==> config.mk <==
export PLATFORM = sky130hd
export DESIGN_NAME = hilo_acc_regfile
export DESIGN_NICKNAME = d
export VERILOG_FILES = /design/src/rtl/hilo_acc_regfile.sv
export SDC_FILE = /design/constraint.sdc
export NUM_CORES = 1
export LEC_CHECK = 0
export ABC_AREA = 1
export ABC_CLOCK_PERIOD_IN_PS = 3700
export BUFFER_PORTS_ARGS = -buffer_cell sky130_fd_sc_hd__buf_2
export CAP_MARGIN = 20
export CELL_PAD_IN_SITES_DETAIL_PLACEMENT = 1
export CELL_PAD_IN_SITES_GLOBAL_PLACEMENT = 1
export CORE_MARGIN = 4
export CORE_UTILIZATION = 41
export CTS_CLUSTER_DIAMETER = 30
export DETAILED_ROUTE_END_ITERATION = 16
export PLACE_DENSITY_LB_ADDON = 0.25
export SLEW_MARGIN = 10
export SYNTH_ARGS = -nofsm -noshare
export SYNTH_HDL_FRONTEND = slang
export SYNTH_SLANG_ARGS = --single-unit
==> constraint.sdc <==
create_clock -name clk -period 3.7 [get_ports clk]
set_input_delay 0.185 -clock clk [delete_from_list [all_inputs] [get_ports clk]]
set_output_delay 0.185 -clock clk [all_outputs]
set_load 0.03 [all_outputs]
==> src/rtl/hilo_acc_regfile.sv <==
// hilo_acc_regfile: HI/LO special-register file with two-cycle 2W-bit multiply-accumulate/subtract,
// busy handshake, flush cancellation and optional same-cycle write-to-read bypass.
module hilo_acc_regfile #(
    parameter int DATA_WIDTH = 32,
    parameter bit BYPASS     = 1'b1
) (
    input  logic                  clk,
    input  logic                  rst,
    input  logic                  op_valid,
    input  logic [2:0]            op,
    input  logic [DATA_WIDTH-1:0] hi_i,
    input  logic [DATA_WIDTH-1:0] lo_i,
    input  logic                  flush,
    output logic                  busy,
    output logic [DATA_WIDTH-1:0] hi_o,
    output logic [DATA_WIDTH-1:0] lo_o
);
    localparam int W2 = 2 * DATA_WIDTH;

    typedef enum logic {IDLE, ACC} state_t;

    state_t                r_state;
    logic [DATA_WIDTH-1:0] r_hi, r_lo;
    logic [W2-1:0]         r_opnd;
    logic                  r_sub;

    logic          w_accept, w_wr_hi, w_wr_lo, w_acc;
    logic [W2-1:0] w_cur, w_sum;

    always_comb begin
        w_accept = op_valid && (r_state == IDLE) && !flush;
        w_wr_hi  = w_accept && (op == 3'd1 || op == 3'd3);
        w_wr_lo  = w_accept && (op == 3'd2 || op == 3'd3);
        w_acc    = w_accept && (op == 3'd4 || op == 3'd5);
        w_cur    = {r_hi, r_lo};
        // Full-width add/sub so the carry or borrow crosses from LO into HI; wraps silently.
        w_sum    = r_sub ? w_cur - r_opnd : w_cur + r_opnd;
        busy     = (r_state == ACC);
        hi_o     = (BYPASS && w_wr_hi) ? hi_i : r_hi;
        lo_o     = (BYPASS && w_wr_lo) ? lo_i : r_lo;
    end

    always_ff @(posedge clk) begin
        if (rst) begin
            r_state <= IDLE;
            r_hi    <= '0;
            r_lo    <= '0;
            r_opnd  <= '0;
            r_sub   <= 1'b0;
        end else if (r_state == ACC) begin
            if (!flush) {r_hi, r_lo} <= w_sum;
            r_state <= IDLE;
        end else begin
            if (w_wr_hi) r_hi <= hi_i;
            if (w_wr_lo) r_lo <= lo_i;
            if (w_acc) begin
                r_opnd  <= {hi_i, lo_i};
                r_sub   <= (op == 3'd5);
                r_state <= ACC;
            end
        end
    end
endmodule

Word-level counts from Yosys, hierarchy flattened
Cells that the tools add are included.
{ "op_classes": {"bitwise_logic": 1, "muxes": 8, "n_addsub": 2, "eq_ne": 6, "reduce_logical": 11} }
{ "ops": {"columns": ["cell", "count"], "rows": [
  ["$mux W32", 6],
  ["$add A64 B64 Y64", 1],
  ["$mux W64", 1],
  ["$sub A64 B64 Y64", 1],
  ["$eq A3 B2 Y1 const B", 2],
  ["$eq A3 B3 Y1 const B", 2],
  ["$logic_and A1 B1 Y1", 5],
  ["$eq A3 B1 Y1 const B", 1],
  ["$logic_or A1 B1 Y1", 3],
  ["$ne A2 B2 Y1 const B", 1],
  ["$reduce_and A2 Y1", 1],
  ["$reduce_or A2 Y1", 1],
  ["$logic_not A1 Y1", 1],
  ["$mux W1", 1],
  ["$not A1 Y1", 1]
]} }
{ "totals": {"out_inout_bits": 65, "register_bits": 130, "in_bits": 71} }

Logic depth before layout (Yosys ltp)
{ "depth": {"depth_word": 6, "depth_mapped": 26} }

Least setup slack after synthesis
Ideal clock, no wire load.
{ "synth_timing": {"path_kind": "register -> register", "startpoint": "reg r_opnd[0]", "endpoint": "reg r_hi[27]", "path_stages_with_launch": 24, "arrival_ps": 2983, "t_required_ps": 3568, "n_path_buf": 0, "setup_slack_ps": 585, "setup_ps": 132, "synth_period_minus_slack_ps": 3115, "cell_sequence": "dfxtp_1 > inv_1 > ha_1 > nand3_4 > nor2_4 > nand3_2 > nor2_2 > nand2_2 > o21ai_4 > o21ai_2 > a21oi_4 > nand2_2 > nor2_1 > nor2_1 > ha_1 > nand2_1 > nor4_1 > nand2_1 > nor3_1 > nand2_1 > nand2_1 > nand2_1 > nand3_1 > a21oi_1"} }
{ "synth_between": {"elab_chain_cells": 4, "word_cells_on_any_way": 5, "cone_classes": "add/sub: 2; mux: 3"} }
{ "synth_rtl": {"columns": ["element", "line", "source"], "rows": [
  ["from (decl)", "24", "logic [W2-1:0] r_opnd;"],
  ["from (signal assigned)", "57", "r_opnd <= {hi_i, lo_i};"],
  ["$add A64 B64 Y64 / $sub A64 B64 Y64 (equally long branches)", "37", "w_sum = r_sub ? w_cur - r_opnd : w_cur + r_opnd;"],
  ["$mux W64 (*)", "37", null],
  ["$mux W32 (*)", "51", "if (!flush) {r_hi, r_lo} <= w_sum;"],
  ["$mux W32 (*)", "50", "end else if (r_state == ACC) begin"],
  ["to (signal assigned)", "51", null],
  ["to (signal assigned)", "54", "if (w_wr_hi) r_hi <= hi_i;"],
  ["to (decl)", "23", "logic [DATA_WIDTH-1:0] r_hi, r_lo;"]
]} }
Mark *: on every way between the ends. The rest lies on a longest branch, timed or not. The select of a mux whose other input is x is not followed.
A chain may end at the register's enable or synchronous reset.

Worst setup path in the final report
{ "layout_timing": {"startpoint": "reg r_opnd[0]", "endpoint": "reg r_hi[11]"} }
Same word-level chain as after synthesis.

==> impl_metrics.json <==
{
  "ys_seq_area_share_pct": 20.2,
  "port_buffers": 135,
  "async_flop_share_pct": 0,
  "die_y_microns": 185,
  "synth_cell_types": 43,
  "dr_total_vias": 16847,
  "clockRootBuffer": "clkbuf_16",
  "cp.required_ps": 4090,
  "hold_path_class": "in -> reg",
  "drive_gt1_share_pct": 22.9,
  "ant_nets": 0,
  "path_common_cell": "nand2_1",
  "worst_clock_skew_ps": 9.13,
  "max_freq_mhz": 271,
  "startpoint": "r_opnd[0]",
  "syn_to_final_growth_pct": 30.2,
  "core_sq_um": 30800,
  "postSynthAreaPerCell_sq_um": 5.59,
  "post-route-cell-area_sq_um": 16800,
  "syn_nets": 2446,
  "insertion_delay_ps": 460,
  "diodes": 0,
  "synth_area_leaders": "nand2_1 21%, dfxtp_1 20%, inv_1 11%",
  "crit_type": "reg -> reg",
  "layout_commonest_cell": "nand2_1",
  "routabilityCongestion": 0.982,
  "r2r_slack_ps": 5,
  "ys_ff_latch": 130,
  "track_usage_pct": 36.9,
  "synth-edff-count": 0,
  "grt_max_degree": 77,
  "path_delay_family": "simple AND/OR/NAND/NOR gates",
  "setup_viol": 0,
  "finalCritPeriodShare_pct": 99.9,
  "mappedNetlistArea_sq_um": 12900,
  "cts_tree": "yes",
  "drcViolationCount": 0,
  "max_cap_viol_count": 0,
  "h-tree-depth": 4,
  "antenna_found_initial": 0,
  "r2r-end": "r_hi[11]",
  "cts_inserted_buffers": 17,
  "drt_wl_total_microns": 66200,
  "fin_crit_ps": 3700,
  "dieArea_sq_um": 34400,
  "synth_top_area_share_pct": 20.9,
  "irDropWorstVdd_v": 0.000323,
  "grt_overflow": 0,
  "first_pass_iters": 5,
  "crit_buf_inv": 3,
  "crit_path_max_incr_delay_ps": 390,
  "powerDensity_nw_per_um2": 369,
  "finalMaxSlewViolations": 0,
  "nNetsFinal": 2700,
  "crit_end": "r_hi[11]",
  "yosysTopAreaCell": "nand2_1",
  "hold_violations": 0,
  "die_x_microns": 185,
  "syn_inst": 2310,
  "tightestPinTransition_ps": 1020,
  "viasPerCell": 5.67,
  "start_util_pct": 41.9,
  "clkTransAtPathRegs_ps": 70,
  "outcome": "completed",
  "cts_num_sinks": 130,
  "worstRegToRegCells": 23,
  "pin_count": 136,
  "mostFrequentLayoutCells": "678 x nand2_1, 371 x inv_1, 222 x nor2_1",
  "worst_setup_path_start_kind": "flop",
  "cpMaxStageDelayCell": "ha_2",
  "worst_setup_path_end_kind": "flop",
  "drt_iter0_drc": 1677,
  "placed_area_sq_um": 14900,
  "cp.depth": 23,
  "rsz0062_at_grt": "true",
  "wl_per_cell_microns": 22.3,
  "dpl.hpwl_microns": 52000,
  "whs_ps": 12.3,
  "cp_max_fo": 4,
  "worst_hold_path.num_cells": 3,
  "ys.flop_type": "dfxtp_1",
  "r2r_start": "r_opnd[0]",
  "p_leak_nw": 8.33,
  "grt_pass1_vias": 16641,
  "clockBufferDepth": 2,
  "placementRows": 64,
  "ys_warn_count": 0,
  "relSlewSlack_pct": 32.3,
  "path_cells": "inv_2, ha_4, nand3_4, nor2_4, nand3_4, nor2_4, inv_1, nor2_1, inv_1, o31ai_2, xor2_1, ha_2, nand2_1, nand2_2, a21oi_2, o21ai_1, a21oi_1, nand2_2, nand2_1, nand2_1, nand2_1, nand3_1, a21oi_1",
  "crit_arrival_ps": 4080,
  "grt_pass1_wl_microns": 96000
}
worst reg2reg max path, stage by stage (launching register included):
cell     delay (ps)
dfxtp_1         320
inv_2           100
ha_4            160
nand3_4         110
nor2_4          140
nand3_4         110
nor2_4          130
inv_1            70
nor2_1          110
inv_1            80
o31ai_2         200
xor2_1          330
ha_2            390
nand2_1         100
nand2_2          90
a21oi_2         210
o21ai_1         140
a21oi_1         220
nand2_2         140
nand2_1         140
nand2_1          70
nand2_1          50
nand3_1          60
a21oi_1         150
registers in the layout, summed over array words and instances, names as in the netlist:
register,flops
busy,1
r_lo,32
r_sub,1
r_opnd,64
r_hi,32
cells by family after synthesis:
group	share of synthesized area, %
buf+inv	13.3
xor+xnor	4.68
compound gates	18.1
fa+ha+maj	6.36
flops	20.2
simple gates	37.4
report_power, final:
part | total, mW | switching [mW] | internal [mW] | leakage, nW
Combinational | 2.75 | 1.80 | 0.956 | 6.96
Clock | 1.95 | 0.763 | 1.18 | 0.317
Sequential | 1.50 | 0.0499 | 1.45 | 1.06
Total | 6.20 | 2.61 | 3.59 | 8.33
through the flow:
step / cells / setup TNS (ps) / power [mW] / utilization (%) / setup slack [ps]
after detailed placement: 2922 / -1740 / 3.85 / 48.4 / -229
after global routing: 2973 / -2030 / 6.46 / 54.5 / -120
after floorplan: 2310 / 0 / 2.86 / - / 585
final: 2973 / 0 / 6.20 / 54.5 / 4.74
after global placement: 2922 / -400 / 3.79 / 48.4 / -104
after CTS: 2963 / 0 / 5.86 / 51.3 / 2.54
how the worst min path moves through the flow:
stage | slack, ps | from | to
after floorplan | 330 | hi_i[23] | r_opnd[55]
after global placement | 450 | lo_i[23] | r_opnd[23]
after detailed placement | 460 | hi_i[31] | r_opnd[63]
after CTS | 2 | lo_i[13] | r_opnd[13]
after global routing | 10 | lo_i[9] | r_opnd[9]
final | 10 | lo_i[13] | r_opnd[13]
cell usage after synthesis, types with 24 or more instances:
cell	n
nand4_1	24
ha_1	64
clkbuf_1	41
nand2_1	719
a21oi_1	187
inv_1	380
dfxtp_1	130
nand3_1	86
xor2_1	59
nor2_1	278
o21ai_0	113
a211oi_1	43
final cells by class:
class                           count  area, sq um
Clock buffer                       20          467
Timing Repair Buffer              300         1950
Sequential cell                   130         2600
Fill cell                        4361        14000
Inverter                          386         1450
Tap cell                          396          495
Clock inverter                     12          178
Multi-Input combinational cell   1729         9660
metal layers:
metal	routed length, microns	part of all wire, %	global-route usage, %	vias to the layer above
li1	-	-	-	7802
met1	29700	45	52.2	8223
met2	28800	44	56.7	717
met3	5970	9.0	9.11	105
met4	1740	2.6	8.66	0
met5	0	0	0	-
what timing repair did:
item	4_1_cts	5_1_grt
endpoints found under the hold margin	7	0
gates resized for setup	44	236
pin swaps	7	50
buffers inserted	2	10
hold buffers	7	0
setup endpoints to repair	29	44
Note: power is estimated with default switching activity, not from simulation.
